[config.mk]
export PLATFORM = sky130hd
export DESIGN_NAME = reg_scoreboard
export DESIGN_NICKNAME = d
export VERILOG_FILES = /design/src/rtl/reg_scoreboard.sv
export SDC_FILE = /design/constraint.sdc
export NUM_CORES = 1
export LEC_CHECK = 0
export CAP_MARGIN = 5
export CORE_UTILIZATION = 25
export DETAILED_ROUTE_END_ITERATION = 8
export PLACE_DENSITY = 0.36
export SYNTH_ARGS = -nofsm -noshare
export SYNTH_HDL_FRONTEND = slang
export SYNTH_SLANG_ARGS = --single-unit
[constraint.sdc]
create_clock -name i_clk -period 9.2 [get_ports i_clk]
set_input_delay 1.84 -clock i_clk [delete_from_list [all_inputs] [get_ports i_clk]]
set_output_delay 1.84 -clock i_clk [all_outputs]
set_load 0.01 [all_outputs]
[src/rtl/reg_scoreboard.sv]
// Per-register pending-write scoreboard for the ID stage: counts in-flight writers
// per architectural register and stalls ID while any enabled source is still pending.
module reg_scoreboard #(
    parameter int NREGS = 32,
    parameter int IDX_W = $clog2(NREGS),
    parameter int NSRC  = 2,
    parameter int NKILL = 2,
    parameter int CNT_W = 3
) (
    input  logic                   i_clk,
    input  logic                   i_reset_n,
    input  logic                   i_id_valid,
    input  logic [NSRC*IDX_W-1:0]  i_id_rs,
    input  logic [NSRC-1:0]        i_id_en_rs,
    input  logic [IDX_W-1:0]       i_id_rd,
    input  logic                   i_id_en_rd,
    input  logic                   i_id_fire,
    input  logic                   i_wb_valid,
    input  logic [IDX_W-1:0]       i_wb_rd,
    input  logic                   i_wb_en_rd,
    input  logic [NKILL-1:0]       i_kill_valid,
    input  logic [NKILL*IDX_W-1:0] i_kill_rd,
    input  logic [NKILL-1:0]       i_kill_en_rd,
    output logic                   o_data_hazard_ID,
    output logic [NSRC-1:0]        o_hazard_src,
    output logic [NREGS-1:0]       o_busy_vec,
    output logic [31:0]            o_stall_cycles,
    output logic                   o_sb_error
);

    // Wide enough for cnt + 1 - (1 + NKILL) without wrapping; the MSB marks a negative result.
    localparam int SUM_W = CNT_W + $clog2(NKILL + 2) + 1;
    localparam logic [SUM_W-1:0] ONE     = SUM_W'(1);
    localparam logic [SUM_W-1:0] CNT_MAX = SUM_W'((1 << CNT_W) - 1);

    logic [CNT_W-1:0] r_cnt      [1:NREGS-1];
    logic [31:0]      r_stallCycles;
    logic             r_sbError;

    logic [CNT_W-1:0] w_cnt      [NREGS];
    logic [CNT_W-1:0] w_cntNext  [1:NREGS-1];
    logic [NREGS-1:0] w_fault;
    logic [NSRC-1:0]  w_hazardSrc;
    logic [IDX_W-1:0] w_src;
    logic [SUM_W-1:0] w_sum;
    logic             w_hazard;
    logic             w_issue;
    logic             w_err;

    // Register 0 reads as a permanently idle counter.
    always_comb begin
        w_cnt[0] = '0;
        for (int r = 1; r < NREGS; r++) begin
            w_cnt[r] = r_cnt[r];
        end
    end

    always_comb begin
        w_hazardSrc = '0;
        w_src       = '0;
        for (int i = 0; i < NSRC; i++) begin
            w_src = i_id_rs[i*IDX_W +: IDX_W];
            if (i_id_valid && i_id_en_rs[i] && (32'(w_src) < NREGS)) begin
                w_hazardSrc[i] = (w_cnt[w_src] != '0);
            end
        end
    end

    assign w_hazard = |w_hazardSrc;
    assign w_issue  = i_id_fire & i_id_valid & i_id_en_rd;

    // Issue, writeback and every kill slot net out in one sum before saturation.
    always_comb begin
        w_fault = '0;
        w_sum   = '0;
        for (int r = 1; r < NREGS; r++) begin
            w_sum = SUM_W'(r_cnt[r]);
            if (w_issue && (i_id_rd == IDX_W'(r))) begin
                w_sum = w_sum + ONE;
            end
            if (i_wb_valid && i_wb_en_rd && (i_wb_rd == IDX_W'(r))) begin
                w_sum = w_sum - ONE;
            end
            for (int k = 0; k < NKILL; k++) begin
                if (i_kill_valid[k] && i_kill_en_rd[k] &&
                    (i_kill_rd[k*IDX_W +: IDX_W] == IDX_W'(r))) begin
                    w_sum = w_sum - ONE;
                end
            end
            if (w_sum[SUM_W-1]) begin
                w_cntNext[r] = '0;
                w_fault[r]   = 1'b1;
            end else if (w_sum > CNT_MAX) begin
                w_cntNext[r] = CNT_MAX[CNT_W-1:0];
                w_fault[r]   = 1'b1;
            end else begin
                w_cntNext[r] = w_sum[CNT_W-1:0];
            end
        end
    end

    // Firing past a stall is still counted so the scoreboard tracks reality, but it is flagged.
    assign w_err = (|w_fault) | (i_id_fire & w_hazard);

    always_ff @(posedge i_clk) begin
        if (!i_reset_n) begin
            for (int r = 1; r < NREGS; r++) begin
                r_cnt[r] <= '0;
            end
            r_stallCycles <= '0;
            r_sbError     <= 1'b0;
        end else begin
            for (int r = 1; r < NREGS; r++) begin
                r_cnt[r] <= w_cntNext[r];
            end
            if (w_hazard) begin
                r_stallCycles <= r_stallCycles + 32'd1;
            end
            if (w_err) begin
                r_sbError <= 1'b1;
            end
        end
    end

    always_comb begin
        o_busy_vec = '0;
        for (int r = 1; r < NREGS; r++) begin
            o_busy_vec[r] = (r_cnt[r] != '0);
        end
    end

    assign o_data_hazard_ID = w_hazard;
    assign o_hazard_src     = w_hazardSrc;
    assign o_stall_cycles   = r_stallCycles;
    assign o_sb_error       = r_sbError;

endmodule
; ---- Word level (Yosys, flattened, before mapping)
; Memories as Yosys holds them, arrays and structs flattened.
; Index checks and enable logic that the tools add are counted.
[totals]
reg_bits = 33
latch_bits = 0
memories = 1
mem_bits_rw = 93
wordCells = 775
in_bits = 43
rom_bits = 0
output_inout_bits = 68
[classes]
n_div = 0
addsub = 125
eq_ne = 124
bitwise_logic = 37
shifts = 0
muxes = 289
multipliers = 0
magnitude_cmp = 33
reduce_logical = 164
[memory_table]
columns = name, depth, width, rd, rd_ports_with_merged_regs, write_ports, line_no
row1 = r_cnt, 31, 3, 31, 0, 31, 36  ; logic [CNT_W-1:0] r_cnt [1:NREGS-1];
[ops]
columns = operator, n
row1 = 6-bit 2-to-1 mux, 93
row2 = "6-bit by 1-bit subtractor with 6-bit output, second input constant", 93
row3 = "5-bit == test, second input constant", 64
row4 = 3-bit 2-to-1 mux, 97
row5 = "6-bit by 3-bit > comparator with 1-bit output, second input constant", 31
row6 = "5-bit by 4-bit == test with 1-bit output, second input constant", 32
row7 = 1-bit logical AND, 129
row8 = "3-bit by 1-bit adder with 4-bit output, second input constant", 31
row9 = 4-bit 2-to-1 mux, 31
row10 = 3-bit nonzero test, 33
row11 = "5-bit by 3-bit == test with 1-bit output, second input constant", 16
row12 = 1-bit 2-to-1 mux, 66
row13 = "5-bit by 2-bit == test with 1-bit output, second input constant", 8
row14 = "32-bit by 1-bit adder with 32-bit output, second input constant", 1
row15 = 1-bit OR, 32
row16 = 31-bit OR reduction, 1
row17 = 3-bit binary-select mux with 5-bit select, 2
row18 = "5-bit by 1-bit == test with 1-bit output, second input constant", 4
row19 = "6-bit greater-or-equal comparator, second input constant", 2
row20 = 5-bit inverter with 6-bit output, 2
row21 = 1-bit bitwise AND, 3
row22 = 2-bit OR reduction, 1

; ---- Logic depth before layout (Yosys ltp)
[logic_depth]
depth_word = 15
ltp_mapped = 23
mapped_depth_nobuf = 20

; ---- Worst setup path after synthesis
; OpenSTA, ideal clock, no wires.
[synth_timing]
kind = input-to-reg
from = input i_id_rd[1]
to = register r_sbError, in the netlist o_sb_error
n_path_buf = 2
setup_ps = 145
path_slack_ps = 3213
arrival_ps = 5843
t_required_ps = 9055
stages = 19
cell_sequence = buf_2 > buf_2 > nand4bb_1 > nor2_1 > mux2i_1 > ha_1 > mux2_2 > ha_1 > nand4_1 > nor4_1 > mux2_2 > a32o_1 > a22oi_1 > mux2_2 > or3_1 > a21boi_0 > nand4_1 > nor4b_1 > a41oi_1
[synth_via]
elab_chain_cells = 14
word_cells_on_any_way = 374
cone_classes = add/sub (93) / order compare (31) / eq/ne (31) / mux (186) / bitwise (1) / reduce/logical (32)
[synth_rtl]
columns = element, line_no
row1 = start: declaration, 15  ; input logic [IDX_W-1:0] i_id_rd,
row2 = 5-bit by 1-bit == test with 1-bit output (tied with other cells), 78  ; if (w_issue && (i_id_rd == IDX_W'(r))) begin
row3 = 1-bit logical AND, 78
row4 = 4-bit 2-to-1 mux, 78
row5 = 6-bit by 1-bit subtractor with 6-bit output, 82  ; w_sum = w_sum - ONE;
row6 = 6-bit 2-to-1 mux, 81  ; if (i_wb_valid && i_wb_en_rd && (i_wb_rd == IDX_W'(r))) begin
row7 = 6-bit by 1-bit subtractor with 6-bit output, 87  ; w_sum = w_sum - ONE;
row8 = 6-bit 2-to-1 mux, 85  ; if (i_kill_valid[k] && i_kill_en_rd[k] &&
row9 = 6-bit by 1-bit subtractor with 6-bit output, 87
row10 = 6-bit 2-to-1 mux, 85
row11 = 6-bit by 3-bit > comparator with 1-bit output, 93  ; end else if (w_sum > CNT_MAX) begin
row12 = 1-bit 2-to-1 mux, 93
row13 = 1-bit 2-to-1 mux, 90  ; if (w_sum[SUM_W-1]) begin
row14 = 31-bit OR reduction *, 103  ; assign w_err = (|w_fault) | (i_id_fire & w_hazard);
row15 = 1-bit OR *, 103
row16 = end signal: assignment, 111  ; r_sbError <= 1'b0;
row17 = end signal: assignment, 120  ; r_sbError <= 1'b1;
row18 = end: declaration, 38  ; logic r_sbError;
; Every way passes the cells marked *; elsewhere a longest branch is shown, timed or not.
; A chain may end at the register's enable or synchronous reset.

; ---- Final worst setup path
[layout_timing]
from = input i_id_fire
to = register r_sbError, in the netlist o_sb_error
[layout_via]
elab_chain_cells = 15
word_cells_on_any_way = 346
cone_classes = add/sub (93) / order compare (31) / mux (186) / bitwise (4) / reduce/logical (32)
[layout_rtl]
columns = element, line_no
row1 = start: declaration, 17  ; input logic i_id_fire,
row2 = 1-bit bitwise AND (2 in series), 70  ; assign w_issue = i_id_fire & i_id_valid & i_id_en_rd;
row3 = 1-bit logical AND, 78
row4 = 4-bit 2-to-1 mux, 78
row5 = 6-bit by 1-bit subtractor with 6-bit output, 82
row6 = 6-bit 2-to-1 mux, 81
row7 = 6-bit by 1-bit subtractor with 6-bit output, 87
row8 = 6-bit 2-to-1 mux, 85
row9 = 6-bit by 1-bit subtractor with 6-bit output, 87
row10 = 6-bit 2-to-1 mux, 85
row11 = 6-bit by 3-bit > comparator with 1-bit output, 93
row12 = 1-bit 2-to-1 mux, 93
row13 = 1-bit 2-to-1 mux, 90
row14 = 31-bit OR reduction, 103
row15 = 1-bit OR *, 103
; Marks and branches as above.

==> reports/metrics.csv <==
stage,metric,value,unit
outcome,run status,"complete, no violations",
logic_synthesis,Yosys reg bits,126,
worst_setup_path,"delay-heaviest family, CP",simple AND/OR/NAND/NOR gates,
floorplanning,num rows,109,
logic_synthesis,"Avg Cell Area, Syn",7.23,sq um
logic_synthesis,ys async rst share,0,
timing,post-layout min period,8.03,ns
clocking,hold_buf cts,0,
detailed_routing,DR WL/cell,23.8,um
timing,final worst path period share,0.873,
clocking,postcts setup bufs,0,
placement,placed cells,4257,
logic_synthesis,sequential fraction of the synthesis area,0.113,
detailed_routing,final wirelength,102000,um
timing,relative slew slack,0.211,
logic_synthesis,Post-synth top flop,dfxtp_1,
worst_setup_path,worst path bufs/invs,2,
floorplanning,Ports,111,
detailed_routing,ANT nets after route,0,
detailed_routing,Initial DRT Pass Iterations,5,
placement,DP Worst Slack,0.785,ns
cells_and_area,final core occ,0.285,
detailed_routing,detailed-route via count,24200,
timing,Final Max Tran Viols,0,
worst_setup_path,CP max stage cell,and4b_2,
timing,"crit path setup slack, layout",1.17,ns
worst_setup_path,worst path required time,9.57,ns
floorplanning,Chip Width,300,um
global_routing,initial antenna violation count,2,
worst_setup_path,critical path arrival,8.40,ns
worst_setup_path,CP max stage delay,0.91,ns
global_routing,grt total ovfl,0,
floorplanning,Die Ht,300,um
logic_synthesis,syn_nets,3279,
pwr,PD cells,85.7,nW/um^2
global_routing,layer with the highest usage,met2,
global_routing,vias in the first global route,23000,
pwr,LEAKAGE,0.00879,uW
placement,Port Buffers,109,
clocking,CTS tree,yes,
timing,Max Freq,124,MHz
global_routing,M3 GR Usage,0.0385,
timing,Setup Skew,0.0171,ns
logic_synthesis,Post-Synthesis Cells,3080,
floorplanning,Initial Util,0.252,
timing,RSZ-0062 raised after global routing,false,
clocking,CTS Root Buffer Type,clkbuf_16,
job,Max-cap violations,0,
timing,final hold vios,0,
timing,setup TNS,0,ns
worst_setup_path,"Critical Path, Cell by Cell",clkdlybuf4s50_1 > and4b_2 > buf_4 > nand3_1 > and2_1 > ha_1 > nand3_1 > nand2_1 > ha_1 > nor4bb_1 > nand4b_1 > o311ai_1 > o32ai_1 > maj3_1 > a211oi_1 > nor4b_1 > a41oi_1,
global_routing,largest net degree at the start of global routing,45,
timing,final setup violation count,0,
detailed_routing,DR vias/cell,5.64,
worst_setup_path,CP Capture Type,flip-flop,
placement,routability cong.,0.910,
logic_synthesis,synthesized cell area,22300,sq um
clocking,clk slew on worst S/H paths,0.08,ns
placement,Post-DP HPWL,81200,um
cells_and_area,Finished Layout Cells,4290,
worst_setup_path,crit path kind,in2reg,
detailed_routing,drt first-iter violations,1881,
global_routing,met2 GRT Util,0.359,
logic_synthesis,"area leader, netlist",dfxtp_1,
clocking,total CTS buffers,17,
cells_and_area,synthesis-to-finish area growth,13.1,%
global_routing,first-pass GRT wire length,150000,um
worst_hold_path,worst min-delay path class,reg2reg,
logic_synthesis,Post-synth EDFFs,0,
cells_and_area,share of layout cells above drive strength 1,0.0656,
clocking,worst skew pair latency,0.52,ns
logic_synthesis,top post-synthesis cells by area,"dfxtp_1 11%, ha_1 8.8%, xnor2_1 7.0%, nand2_1 5.0%, nand3_1 4.5%",
floorplanning,Core Region,88200,sq um
logic_synthesis,Synth Warn #,0,
timing,measured slew at the worst slew-check pin,1.17,ns
logic_synthesis,synth unique cells,111,
pwr,Peak supply drop,117,uV
logic_synthesis,post-synth top area share,0.113,
clocking,H-tree depth,4,
worst_setup_path,startpoint types,input pin,
worst_setup_path,Worst Path Max Fanout,35,
global_routing,gr usage total,0.222,
global_routing,GRT met1 Usage,0.298,
clocking,Max Root-Sink Buffers,2,
cells_and_area,nets,3310,
clocking,PostCTS Resize Cnt,0,
detailed_routing,DRC errors left,0,
floorplanning,Die ar.,90300,sq um
clocking,Sink Count,126,
[area by class of cell]
| cell class | count | area [sq um] |
|---|---|---|
| multi-input combinational | 2669 | 18600 |
| fill | 9531 | 63100 |
| clock buffer | 17 | 425 |
| sequential | 126 | 2520 |
| clock inverter | 15 | 165 |
| inverter | 133 | 499 |
| timing repair buffer | 164 | 1490 |
| antenna | 1 | 2.50 |
| tap | 1165 | 1460 |
[final timing paths]
path                                                 startpoint                         endpoint  slack, ns  cells past startpoint
worst min register to register  o_stall_cycles[12]$_SDFFE_PN0N_  o_stall_cycles[12]$_SDFFE_PN0N_       0.51                      2
worst max register to register          r_cnt[0][33]$_SDFF_PP0_          o_sb_error$_SDFFE_PN0P_       3.71                     19
worst max-delay path                                  i_id_fire          o_sb_error$_SDFFE_PN0P_       1.17                     17
worst min-delay path            o_stall_cycles[12]$_SDFFE_PN0N_  o_stall_cycles[12]$_SDFFE_PN0N_       0.51                      2
[state kept, by name (all words and copies together) (netlist names)]
| name | count |
|---|---|
| o_sb_error | 1 |
| r_cnt | 93 |
| o_stall_cycles | 32 |
[report_power, final]
group / switching (uW) / internal, uW / total (uW)
combinational: 482 / 303 / 785
clock: 383 / 364 / 747
sequential: 57.0 / 570 / 627
[cells in the mapped netlist, types with 24 or more instances]
cell type  instances
a31oi_1           44
xnor3_1           27
mux2i_1           45
nor2_1           248
mux2_2            36
o21a_1            27
a21oi_1          163
nand2_1          296
xnor2_1          177
dfxtp_1          126
ha_1             156
nor4_1            68
o211ai_1          51
and2_1            61
nor2b_1           24
inv_1            133
clkbuf_1         106
nand3_1          198
buf_2             29
nor4b_1           28
nand4_1           58
or4_1             34
a211oi_1          44
o21ai_0          100
nor3_1           117
nand2b_1          48
or3_1             51
xor2_1            76
and4_1            32
and3_1            54
[logic make-up after synthesis]
group | after synthesis | synth area share
buf+inv | 285 | 0.0516
flops | 126 | 0.113
fa+ha+maj | 171 | 0.0944
xor+xnor | 291 | 0.138
other cells | 1 | 0.000168
simple gates | 1455 | 0.357
compound gates | 668 | 0.206
mux | 83 | 0.0398
[per-stage QoR]
stage | total power [uW] | cell area [sq um] | hold slack [ns]
final | 2160 | 25200 | 0.507
after global placement | 1420 | 24600 | 0.478
after CTS | 2190 | 25200 | 0.508
after floorplan | 1100 | 22300 | 0.510
after global routing | 2280 | 25200 | 0.531
after detailed placement | 1420 | 24600 | 0.497
[routing by layer]
metal / part of all wire / up-vias
met5: 0.00011 / -
met4: 0.026 / 2
met3: 0.055 / 125
met2: 0.45 / 683
met1: 0.47 / 11800
li1: - / 11600
[worst reg2reg max path: cells and delay by family, from the launching register on]
| family | cells | cell delay, ns |
|---|---|---|
| and+or+nand+nor | 9 | 2.28 |
| buffers and inverters | 2 | 0.20 |
| DFF | 1 | 0.64 |
| AOI/OAI and AO/OA | 4 | 0.92 |
| adders and majority gates | 4 | 1.28 |
[placed cells by master (no fill, tap or decap), types with 54 or more instances in the layout]
master,count
nor4_1,67
ha_1,156
clkdlybuf4s50_1,103
dfxtp_1,126
nor3_1,117
nand4_1,58
o21ai_0,100
buf_4,54
nor2_1,248
nand3_1,198
nand2_1,296
xor2_1,76
and2_1,61
xnor2_1,177
inv_1,132
a21oi_1,163
Power figures use the tool's default switching activity.
